==> config.mk <==
export PLATFORM = sky130hd
export DESIGN_NAME = square_dac_tx
export DESIGN_NICKNAME = d
export VERILOG_FILES = /design/src/rtl/dds_pkg.sv /design/src/rtl/dac_sample_fmt.sv /design/src/rtl/square_dac_tx.sv
export SDC_FILE = /design/constraint.sdc
export NUM_CORES = 1
export LEC_CHECK = 0
export CAP_MARGIN = 20
export CELL_PAD_IN_SITES_DETAIL_PLACEMENT = 0
export CELL_PAD_IN_SITES_GLOBAL_PLACEMENT = 1
export CORE_ASPECT_RATIO = 2
export CORE_MARGIN = 1
export CORE_UTILIZATION = 45
export DETAILED_ROUTE_END_ITERATION = 10
export GPL_TIMING_DRIVEN = 0
export PLACE_DENSITY_LB_ADDON = 0.1
export SLEW_MARGIN = 20
export SYNTH_ARGS = -nofsm -noshare
export SYNTH_HDL_FRONTEND = slang
export SYNTH_SLANG_ARGS = --single-unit
export TNS_END_PERCENT = 50
==> constraint.sdc <==
create_clock -name clk -period 5.6 [get_ports clk]
set_input_delay 0.56 -clock clk [delete_from_list [all_inputs] [get_ports clk]]
set_output_delay 0.56 -clock clk [all_outputs]
set_load 0.005 [all_outputs]
==> src/rtl/dds_pkg.sv <==
// Constants and FSM state type shared by the square-wave DDS output stages.
package dds_pkg;

    localparam int DATA_W  = 14;
    localparam int FRAME_W = 16;

    localparam logic [DATA_W-1:0] OFFSET_BIN_MSB = 14'h2000;

    localparam int SAT_MAX = 8191;
    localparam int SAT_MIN = -8192;

    typedef enum logic [1:0] {
        ST_IDLE  = 2'd0,
        ST_SHIFT = 2'd1,
        ST_GAP   = 2'd2
    } tx_state_e;

endpackage

==> src/rtl/dac_sample_fmt.sv <==
// Combinational sample formatter: signed add of a DC offset, saturation to
// 14 bits, conversion to offset-binary and prefixing of the two control bits.
module dac_sample_fmt
    import dds_pkg::*;
#(
    parameter logic [1:0] FRAME_CTRL = 2'b00
) (
    input  logic signed [DATA_W-1:0] data_in,
    input  logic signed [DATA_W-1:0] offset,
    output logic        [FRAME_W-1:0] frame
);

    localparam logic signed [DATA_W:0] SUM_MAX = 15'(SAT_MAX);
    localparam logic signed [DATA_W:0] SUM_MIN = 15'(SAT_MIN);

    logic signed [DATA_W:0]   sum;
    logic        [DATA_W-1:0] sat;

    always_comb begin
        // One extra bit of headroom makes the add itself overflow-free.
        sum = {data_in[DATA_W-1], data_in} + {offset[DATA_W-1], offset};
        if (sum > SUM_MAX) begin
            sat = SUM_MAX[DATA_W-1:0];
        end else if (sum < SUM_MIN) begin
            sat = SUM_MIN[DATA_W-1:0];
        end else begin
            sat = sum[DATA_W-1:0];
        end
        frame = {FRAME_CTRL, sat ^ OFFSET_BIN_MSB};
    end

endmodule

==> src/rtl/square_dac_tx.sv <==
// SPI transmitter feeding converted DDS samples to an external DAC, with a
// one-deep holding register for samples that arrive while a frame is in flight.
module square_dac_tx
    import dds_pkg::*;
#(
    parameter int         CLK_DIV    = 2,
    parameter logic [1:0] FRAME_CTRL = 2'b00
) (
    input  logic                     clk,
    input  logic                     rst,
    input  logic                     en,
    input  logic signed [DATA_W-1:0] data_in,
    input  logic                     data_valid,
    input  logic signed [DATA_W-1:0] offset,
    output logic                     dac_cs_n,
    output logic                     dac_sclk,
    output logic                     dac_sdo,
    output logic                     busy,
    output logic                     overrun
);

    localparam logic [7:0] DIV_MAX = 8'(CLK_DIV - 1);

    tx_state_e          state_q, state_d;
    logic [7:0]         div_q, div_d;
    logic [3:0]         bit_q, bit_d;
    logic [FRAME_W-1:0] shift_q, shift_d;
    logic [FRAME_W-1:0] pend_q, pend_d;
    logic               pend_full_q, pend_full_d;
    logic               cs_n_q, cs_n_d;
    logic               sclk_q, sclk_d;
    logic               sdo_q, sdo_d;
    logic               busy_q, busy_d;
    logic               overrun_q, overrun_d;

    logic [FRAME_W-1:0] fmt_frame;
    logic [FRAME_W-1:0] load_frame;
    logic               accept, load, capture, end_gap;

    dac_sample_fmt #(
        .FRAME_CTRL (FRAME_CTRL)
    ) u_fmt (
        .data_in (data_in),
        .offset  (offset),
        .frame   (fmt_frame)
    );

    always_comb begin
        state_d     = state_q;
        div_d       = div_q;
        bit_d       = bit_q;
        shift_d     = shift_q;
        pend_d      = pend_q;
        pend_full_d = pend_full_q;
        cs_n_d      = cs_n_q;
        sclk_d      = sclk_q;
        sdo_d       = sdo_q;
        overrun_d   = 1'b0;
        load        = 1'b0;
        load_frame  = fmt_frame;
        capture     = 1'b0;
        accept      = en && data_valid;
        end_gap     = (state_q == ST_GAP) && (div_q == DIV_MAX);

        unique case (state_q)
            ST_IDLE: ;
            ST_SHIFT: begin
                capture = accept;
                if (div_q == DIV_MAX) begin
                    div_d = '0;
                    if (!sclk_q) begin
                        sclk_d = 1'b1;
                    end else begin
                        sclk_d = 1'b0;
                        if (bit_q == 4'd15) begin
                            state_d = ST_GAP;
                            cs_n_d  = 1'b1;
                            sdo_d   = 1'b0;
                            bit_d   = '0;
                        end else begin
                            bit_d   = bit_q + 4'd1;
                            shift_d = {shift_q[FRAME_W-2:0], 1'b0};
                            sdo_d   = shift_q[FRAME_W-2];
                        end
                    end
                end else begin
                    div_d = div_q + 8'd1;
                end
            end
            ST_GAP: begin
                if (end_gap) begin
                    div_d   = '0;
                    state_d = ST_IDLE;
                end else begin
                    div_d   = div_q + 8'd1;
                    capture = accept;
                end
            end
            default: state_d = ST_IDLE;
        endcase

        // The held sample always goes out before one arriving in the same cycle.
        if (state_q == ST_IDLE || end_gap) begin
            if (en && pend_full_q) begin
                load        = 1'b1;
                load_frame  = pend_q;
                pend_full_d = 1'b0;
                capture     = accept;
            end else if (accept) begin
                load = 1'b1;
            end
        end

        if (capture) begin
            pend_d      = fmt_frame;
            overrun_d   = pend_full_d;
            pend_full_d = 1'b1;
        end

        if (!en) begin
            pend_full_d = 1'b0;
        end

        if (load) begin
            state_d = ST_SHIFT;
            shift_d = load_frame;
            sdo_d   = load_frame[FRAME_W-1];
            cs_n_d  = 1'b0;
            sclk_d  = 1'b0;
            div_d   = '0;
            bit_d   = '0;
        end

        busy_d = (state_d != ST_IDLE) || pend_full_d;
    end

    always_ff @(posedge clk) begin
        if (rst) begin
            state_q     <= ST_IDLE;
            div_q       <= '0;
            bit_q       <= '0;
            shift_q     <= '0;
            pend_q      <= '0;
            pend_full_q <= 1'b0;
            cs_n_q      <= 1'b1;
            sclk_q      <= 1'b0;
            sdo_q       <= 1'b0;
            busy_q      <= 1'b0;
            overrun_q   <= 1'b0;
        end else begin
            state_q     <= state_d;
            div_q       <= div_d;
            bit_q       <= bit_d;
            shift_q     <= shift_d;
            pend_q      <= pend_d;
            pend_full_q <= pend_full_d;
            cs_n_q      <= cs_n_d;
            sclk_q      <= sclk_d;
            sdo_q       <= sdo_d;
            busy_q      <= busy_d;
            overrun_q   <= overrun_d;
        end
    end

    assign dac_cs_n = cs_n_q;
    assign dac_sclk = sclk_q;
    assign dac_sdo  = sdo_q;
    assign busy     = busy_q;
    assign overrun  = overrun_q;

endmodule

==> flow_summary.yaml <==
sta:
  fin_crit_sh_pct: 62.46
  relSlewSlack_pct: 56.62
  hold-worst-slack_ns: 0.4558
  totalNegativeSetupSlack_ns: 0
  finalSetupViolCount: 0
  slew_violations: 0
  fin_crit_ns: 3.498
  grt_setup_unrepaired: "no"
  clock_skew_ns: 0.005169
  worst_pin_slew_ns: 0.6507
  timing.fmax_mhz: 285.9
  hold_viol: 0
clocking:
  cts_hold_buf: 0
  root_buffer: "clkbuf_16"
  cts_made_buffers: 5
  tritoncts: "done"
  cts_max_path_buffers: 2
  clock_latency_ns: 0.29
  post_cts_resized: 0
  clk_pin_slew_ns: 0.06
  postCtsSetupBuffers: 0
  cts.sinks: 49
  cts_max_level: 2
global_routing:
  antenna_found_initial: 0
  met2_usage_pct: 45.56
  met1_usage_pct: 20.90
  grt_busiest_layer: "met2"
  gr-usage-met3_pct: 3.198
  grt_pass1_vias: 2828
  grt_usage_pct: 22.63
  grt_pass1_wl_um: 12730
  grt_overflow_total: 0
  grt_max_degree: 15
hold_path:
  worstHoldPathType: "flip-flop to flip-flop"
yosys:
  yosys.area.top_type: "dfxtp_1"
  avgSynthCellArea_sq_um: 8.244
  synth_flop_cell: "dfxtp_1"
  postSynthRegisterBits: 49
  syn_nets: 443
  yosysTopAreaCellShare_pct: 30.59
  async_flop_share_pct: 0
  synth.area.top_cells: "dfxtp_1, ha_1, nand2_1"
  yosysWarnings: 0
  seq_area_frac_synth_pct: 30.59
  syn_inst: 389
  synth-edff-count: 0
  syn_area_sq_um: 3207
  synth_cell_type_count: 59
outcome:
  status: "complete, no violations"
power_and_ir_drop:
  share_comb_of_total_power_pct: 23.5
  switching_power_mw: 0.2568
  switching_share_pct: 27.25
  vdd_drop_max_mv: 0.1199
  power_density_nw_per_um2: 244.6
  leakagePower_nw: 1.429
  p_seq_share_pct: 39.2
  intPower_mw: 0.6856
  pwr-share-clk_pct: 37.2
floorplan:
  dieArea_sq_um: 7488
  die_h_um: 121.4
  num_rows: 43
  die_w_um: 61.69
  core_area_sq_um: 6887
  start_util_pct: 46.57
  io_pins: 37
place:
  dpl_cell_area_sq_um: 3680
  dp_hpwl_um: 6298
  io_buffers: 36
  gp_congestion: 0.7832
routing:
  antenna_left: 0
  drt-pass1-iter-count: 4
  drc_errors: 0
  wl_um: 7810
  vias: 2918
  drt_iter0_markers: 88
  wl_per_cell_um: 14.93
  vias_per_cell: 5.579
final_layout:
  antenna_cells: 0
  nNetsFinal: 486
  final_cell_area_sq_um: 3852
  drive_gt1_share_pct: 9.700
  fillCellCount: 711
  area_growth_pct: 20.13
worst_setup_path:
  end_kind: "flip-flop"
  cp_max_fo: 5
  crit_required_ns: 5.81
  critPathLaunchType: "primary input"
  crit_arrival_ns: 3.71
  crit_type: "primary input to flip-flop"
flow_run:
  drv_cap: 0
==> cells by family (layout without fill, tap and decap cells) <==
kind of cell / Yosys count / after routing / synth area share [%]
compound gates: 101 / 101 / 23.10
xor+xnor: 18 / 18 / 4.916
fa+ha+maj: 28 / 28 / 10.92
buf+inv: 32 / 76 / 4.448
flops: 49 / 49 / 30.59
mux: 4 / 4 / 1.249
simple gates: 157 / 157 / 24.78
==> final timing paths <==
| kind | startpoint | end | slack (ns) | cells after the start |
|---|---|---|---|---|
| max | offset[0] | pend_q[10] | 2.10 | 11 |
| min | shift_q[13] | shift_q[14] | 0.46 | 2 |
| max reg2reg | div_q[0] | pend_q[11] | 2.91 | 10 |
| min reg2reg | shift_q[13] | shift_q[14] | 0.46 | 2 |
==> stage by stage <==
| step | worst slack (ns) | power, mW | utilization (%) | cells |
|---|---|---|---|---|
| after floorplan | 2.626 | 0.5325 | - | 389 |
| after global placement | 1.824 | 0.5970 | 53.43 | 515 |
| after detailed placement | 1.815 | 0.5998 | 53.43 | 515 |
| after CTS | 2.114 | 0.9531 | 55.94 | 523 |
| after global routing | 1.910 | 0.9895 | 55.94 | 523 |
| final | 2.102 | 0.9424 | 55.94 | 523 |
==> power by group through the flow <==
stage                     Sequential [mW]  Combinational, mW  Clock, mW
after CTS                           0.370              0.223      0.360
final                               0.370              0.222      0.351
after detailed placement            0.378              0.222          0
after floorplan                     0.375              0.157          0
after global placement              0.377              0.219          0
after global routing                0.371              0.245      0.373
==> area by class of cell <==
class / count / area (sq um) / share of cell area, %
Multi-Input combinational cell: 308 / 2083 / 54.08
Sequential cell: 49 / 980.9 / 25.46
Timing Repair Buffer: 36 / 360.3 / 9.354
Clock buffer: 7 / 142.6 / 3.703
Tap cell: 90 / 112.6 / 2.923
Buffer: 23 / 108.9 / 2.826
Inverter: 9 / 33.78 / 0.8769
Clock inverter: 1 / 30.03 / 0.7795
==> metal layers <==
layer	part of all wire [%]	vias to the layer above
met1	37	1367
met5	0	-
li1	-	1493
met4	1.9	0
met3	2.2	10
met2	59	48
==> critical path, stage by stage <==
cell and delay (ns):
clkdlybuf4s50_1 0.46, ha_1 0.21, inv_1 0.07, fa_1 0.39
and2b_1 0.24, o2111ai_1 0.18, and3b_1 0.27, o32a_1 0.39
nor3_1 0.49, o41ai_1 0.20, a211oi_1 0.24
==> cells in the final DEF, fill, tap and decap left out, types with 4 or more instances in the layout <==
cell type	synthesis	layout
a311o_1	6	6
maj3_2	6	6
o211ai_1	4	4
nand4_1	5	5
nand3_1	11	11
a311oi_1	7	7
nor3_1	6	6
nand2_1	48	48
mux2i_1	4	4
nand2b_1	11	11
clkdlybuf4s50_1	0	36
xor2_1	13	13
a31oi_1	9	9
clkbuf_16	0	5
buf_2	12	12
and3_1	6	6
inv_1	9	9
a211oi_2	7	7
clkbuf_1	10	11
o21ai_0	18	18
xnor2_1	5	5
nor3b_1	7	7
a21oi_1	24	24
ha_1	21	21
nor2b_1	7	7
dfxtp_1	49	49
nor2_1	35	35
==> Yosys cell counts, types with 10 or more instances <==
cell / n
dfxtp_1: 49
nand2_1: 48
nor2_1: 35
a21oi_1: 24
ha_1: 21
o21ai_0: 18
xor2_1: 13
buf_2: 12
nand2b_1: 11
nand3_1: 11
clkbuf_1: 10
==> registers in the layout (all words and copies together), names as in the netlist <==
signal and flops:
pend_full_q 1, div_q 8, bit_q 4, dac_cs_n 1
shift_q 15, dac_sclk 1, pend_q 14, dac_sdo 1
overrun 1, busy 1, state_q 2
No activity file was read; power rests on OpenSTA's default activity.
==> patch: new RTL, same flow settings <==
Remove the register `busy_q`: a continuous assignment takes its place, so the output `busy` follows one clock earlier.
--- a/src/rtl/square_dac_tx.sv
+++ b/src/rtl/square_dac_tx.sv
@@ -145,7 +145,6 @@
             cs_n_q      <= 1'b1;
             sclk_q      <= 1'b0;
             sdo_q       <= 1'b0;
-            busy_q      <= 1'b0;
             overrun_q   <= 1'b0;
         end else begin
             state_q     <= state_d;
@@ -157,10 +156,11 @@
             cs_n_q      <= cs_n_d;
             sclk_q      <= sclk_d;
             sdo_q       <= sdo_d;
-            busy_q      <= busy_d;
             overrun_q   <= overrun_d;
         end
     end
+
+    assign busy_q = busy_d;
 
     assign dac_cs_n = cs_n_q;
     assign dac_sclk = sclk_q;
Behaviour: not the same (Yosys sat finds a counterexample within 4 cycles, from zero or initial values and one cycle with rst high).
==> patch against the original RTL <==
- sequential cell count is 1 lower
- cell area is 0.88% lower
- sequential power is 2% lower
- total power is 0.14% higher
- register-to-register slack worse by 60 ps
- worst setup slack worse by 430 ps
- area after synthesis is 1.1% lower
- count of clock-buffer cells in the layout stayed put
- wire length is 4.0% lower
- critical path type is now reg -> out
- largest cell class unchanged
==> patch: results (changes against the original RTL) <==
| Metric | Value |
|---|---|
| Total GRT Usage | `22.02% (-0.61 points)` |
| Worst R2R Path Depth | `8 (-2)` |
| Clk slew on worst S/H paths | `60 ps (about the same)` |
| Max-slew violations | `0 (unchanged)` |
| Critical path's largest stage delay | `730 ps (+240 ps)` |
| Synth Warn # | `0 (unchanged)` |
| Status | `complete, no violations` |
| Vias/cell | `5.608 (+0.51%)` |
| Filler cell count in the final layout | `700 (-1.5%)` |
| Number of global-route vias before repair | `2735 (-3.3%)` |
| Final WL | `7500 um (-4.0%)` |
| Worst Path Max Fanout | `10 (+5)` |
| Worst hold path class | `reg -> reg` |
| # diodes | `0 (unchanged)` |
| Placed Cells incl. Taps | `497 (-3.5%)` |
| Layout cells sized above 1 | `9.398% (-0.30 points)` |
| Non-Filler Instances | `505 (-3.4%)` |
| Hold Path Sink | `dac_sdo` |
| Worst skew pair latency | `290 ps (about the same)` |
| DP Worst Slack | `1907 ps (+91.65 ps)` |
| Iter 0 DRT Violations | `102 (+16%)` |
| Worst R2R End | `pend_q[10]` |
| RR Startpoint | `state_q[0]` |
| Top post-synthesis cells by area | `dfxtp_1 30%, ha_1 8.3%, nor2_1 5.8%` |
| Clk buf depth | `2 (unchanged)` |
| Crit path DAT | `3370 ps (-340 ps)` |
| GP Congestion | `0.8034 (+2.6%)` |
| Worst Hold Depth | `2 (unchanged)` |
| Primary FF master, synth | `dfxtp_1` |
| DRT Pass-1 Iters | `4 (unchanged)` |
| Top cells by count, synth | `49 x nor2_1, 48 x dfxtp_1, 33 x nand2_1` |
| Largest net degree at the start of global routing | `15 (unchanged)` |
| PortBufs | `35 (-2.8%)` |
| Slew headroom | `38.46% (-18 points)` |
| CTS Buf Count | `5 (unchanged)` |
| Initial antenna violation count | `0 (unchanged)` |
| Post-Syn Nets | `426 (-3.8%)` |
| Worst vdd ir | `128.0 uV (+6.7%)` |
| R2R setup slack | `2850 ps (-60 ps)` |
| First-pass GRT wire length | `12070 um (-5.2%)` |
| Post-layout nets | `468 (-3.7%)` |
| H-Tree Depth | `2 (unchanged)` |
| CTS Root Cell | `clkbuf_16` |
| Min-delay src | `dac_sdo` |
| Distinct cells, synth | `63 (+6.8%)` |
| DPL Wire Length | `6101 um (-3.1%)` |
| Largest registers | `shift_q (15), pend_q (14), div_q (8)` |
| Post-Syn Area per Cell | `8.530 sq um (+3.5%)` |
| Final Skew | `4.607 ps (-0.5625 ps)` |
| Slowest CP cell | `o22ai_1` |
| Postcts setup bufs | `0 (unchanged)` |
| Async SR Flop Fraction | `0% (unchanged)` |
| Sequential area share after synthesis | `30.28% (-0.31 points)` |
| Static Leak | `0.001512 uW (+5.8%)` |
-- patch: cell count changes in the layout (fill, tap and decap cells not counted), sizes merged, moves of 6 or more --
cell / unedited run / this run
nor2: 35 / 51
nand2: 48 / 34
mux2i: 4 / 17
a211oi: 10 / 19
a311oi: 8 / 0
nand2b: 11 / 3
o22ai: 0 / 8
a221oi: 0 / 6
a311o: 6 / 0
-- patch: cell families (layout without fill, tap and decap cells) --
family | Yosys count | count (layout) | synth area share [%]
AOI/OAI and AO/OA | 113 | 113 | 27.05
xor gates and xnor gates | 16 | 16 | 4.417
buffers and inverters | 28 | 71 | 4.259
adders and majority gates | 23 | 23 | 9.227
and+or+nand+nor | 127 | 127 | 19.40
DFF | 48 | 48 | 30.28
muxes | 17 | 17 | 5.363
-- patch: routing by layer --
layer	global-route usage (%)	vias to the layer above	routed length (um)
met3	3.422	18	151
met5	0	-	0
met2	43.34	61	4354
met1	19.18	1312	2691
li1	-	1441	-
met4	12.08	0	302
-- patch: per-stage QoR --
step	total power, uW	area [sq um]	hold slack [ps]
after floorplan	528.1	3173	447.6
after global placement	591.1	3636	438.8
after detailed placement	593.9	3636	453.2
after CTS	954.2	3819	460.1
after global routing	991.3	3819	479.3
final	943.7	3819	461.5
-- patch: how the worst max path moves through the flow --
stage | start | endpoint | slack [ps] | depth (start not counted)
global placement | data_valid | busy | 1830 | 7
detailed placement | en | busy | 1910 | 7
finish | state_q[0] | busy | 1670 | 9
CTS | state_q[0] | busy | 1650 | 9
floorplan | offset[0] | pend_q[10] | 2940 | 11
global route | state_q[0] | busy | 1450 | 9
-- patch: critical path: cells and delay by family, from the launching register on --
family / cells / cell delay [ps]
buf+inv: 4 / 1330
fa+ha+maj: 1 / 280
simple gates: 2 / 220
flops: 1 / 390
compound gates: 2 / 850
-- patch: area by class of cell --
| type | count | share of cell area [%] |
|---|---|---|
| inverter | 13 | 1.278 |
| timing repair buffer | 35 | 9.174 |
| sequential | 48 | 25.16 |
| tap | 90 | 2.949 |
| buffer | 15 | 2.261 |
| clock inverter | 1 | 0.7864 |
| clock buffer | 7 | 3.997 |
| multi-input combinational | 296 | 54.39 |
-- patch: power breakdown --
part           internal, uW  switching (uW)  total (uW)
clock                   235             122         357
sequential              354            8.24         362
combinational           101             123         225
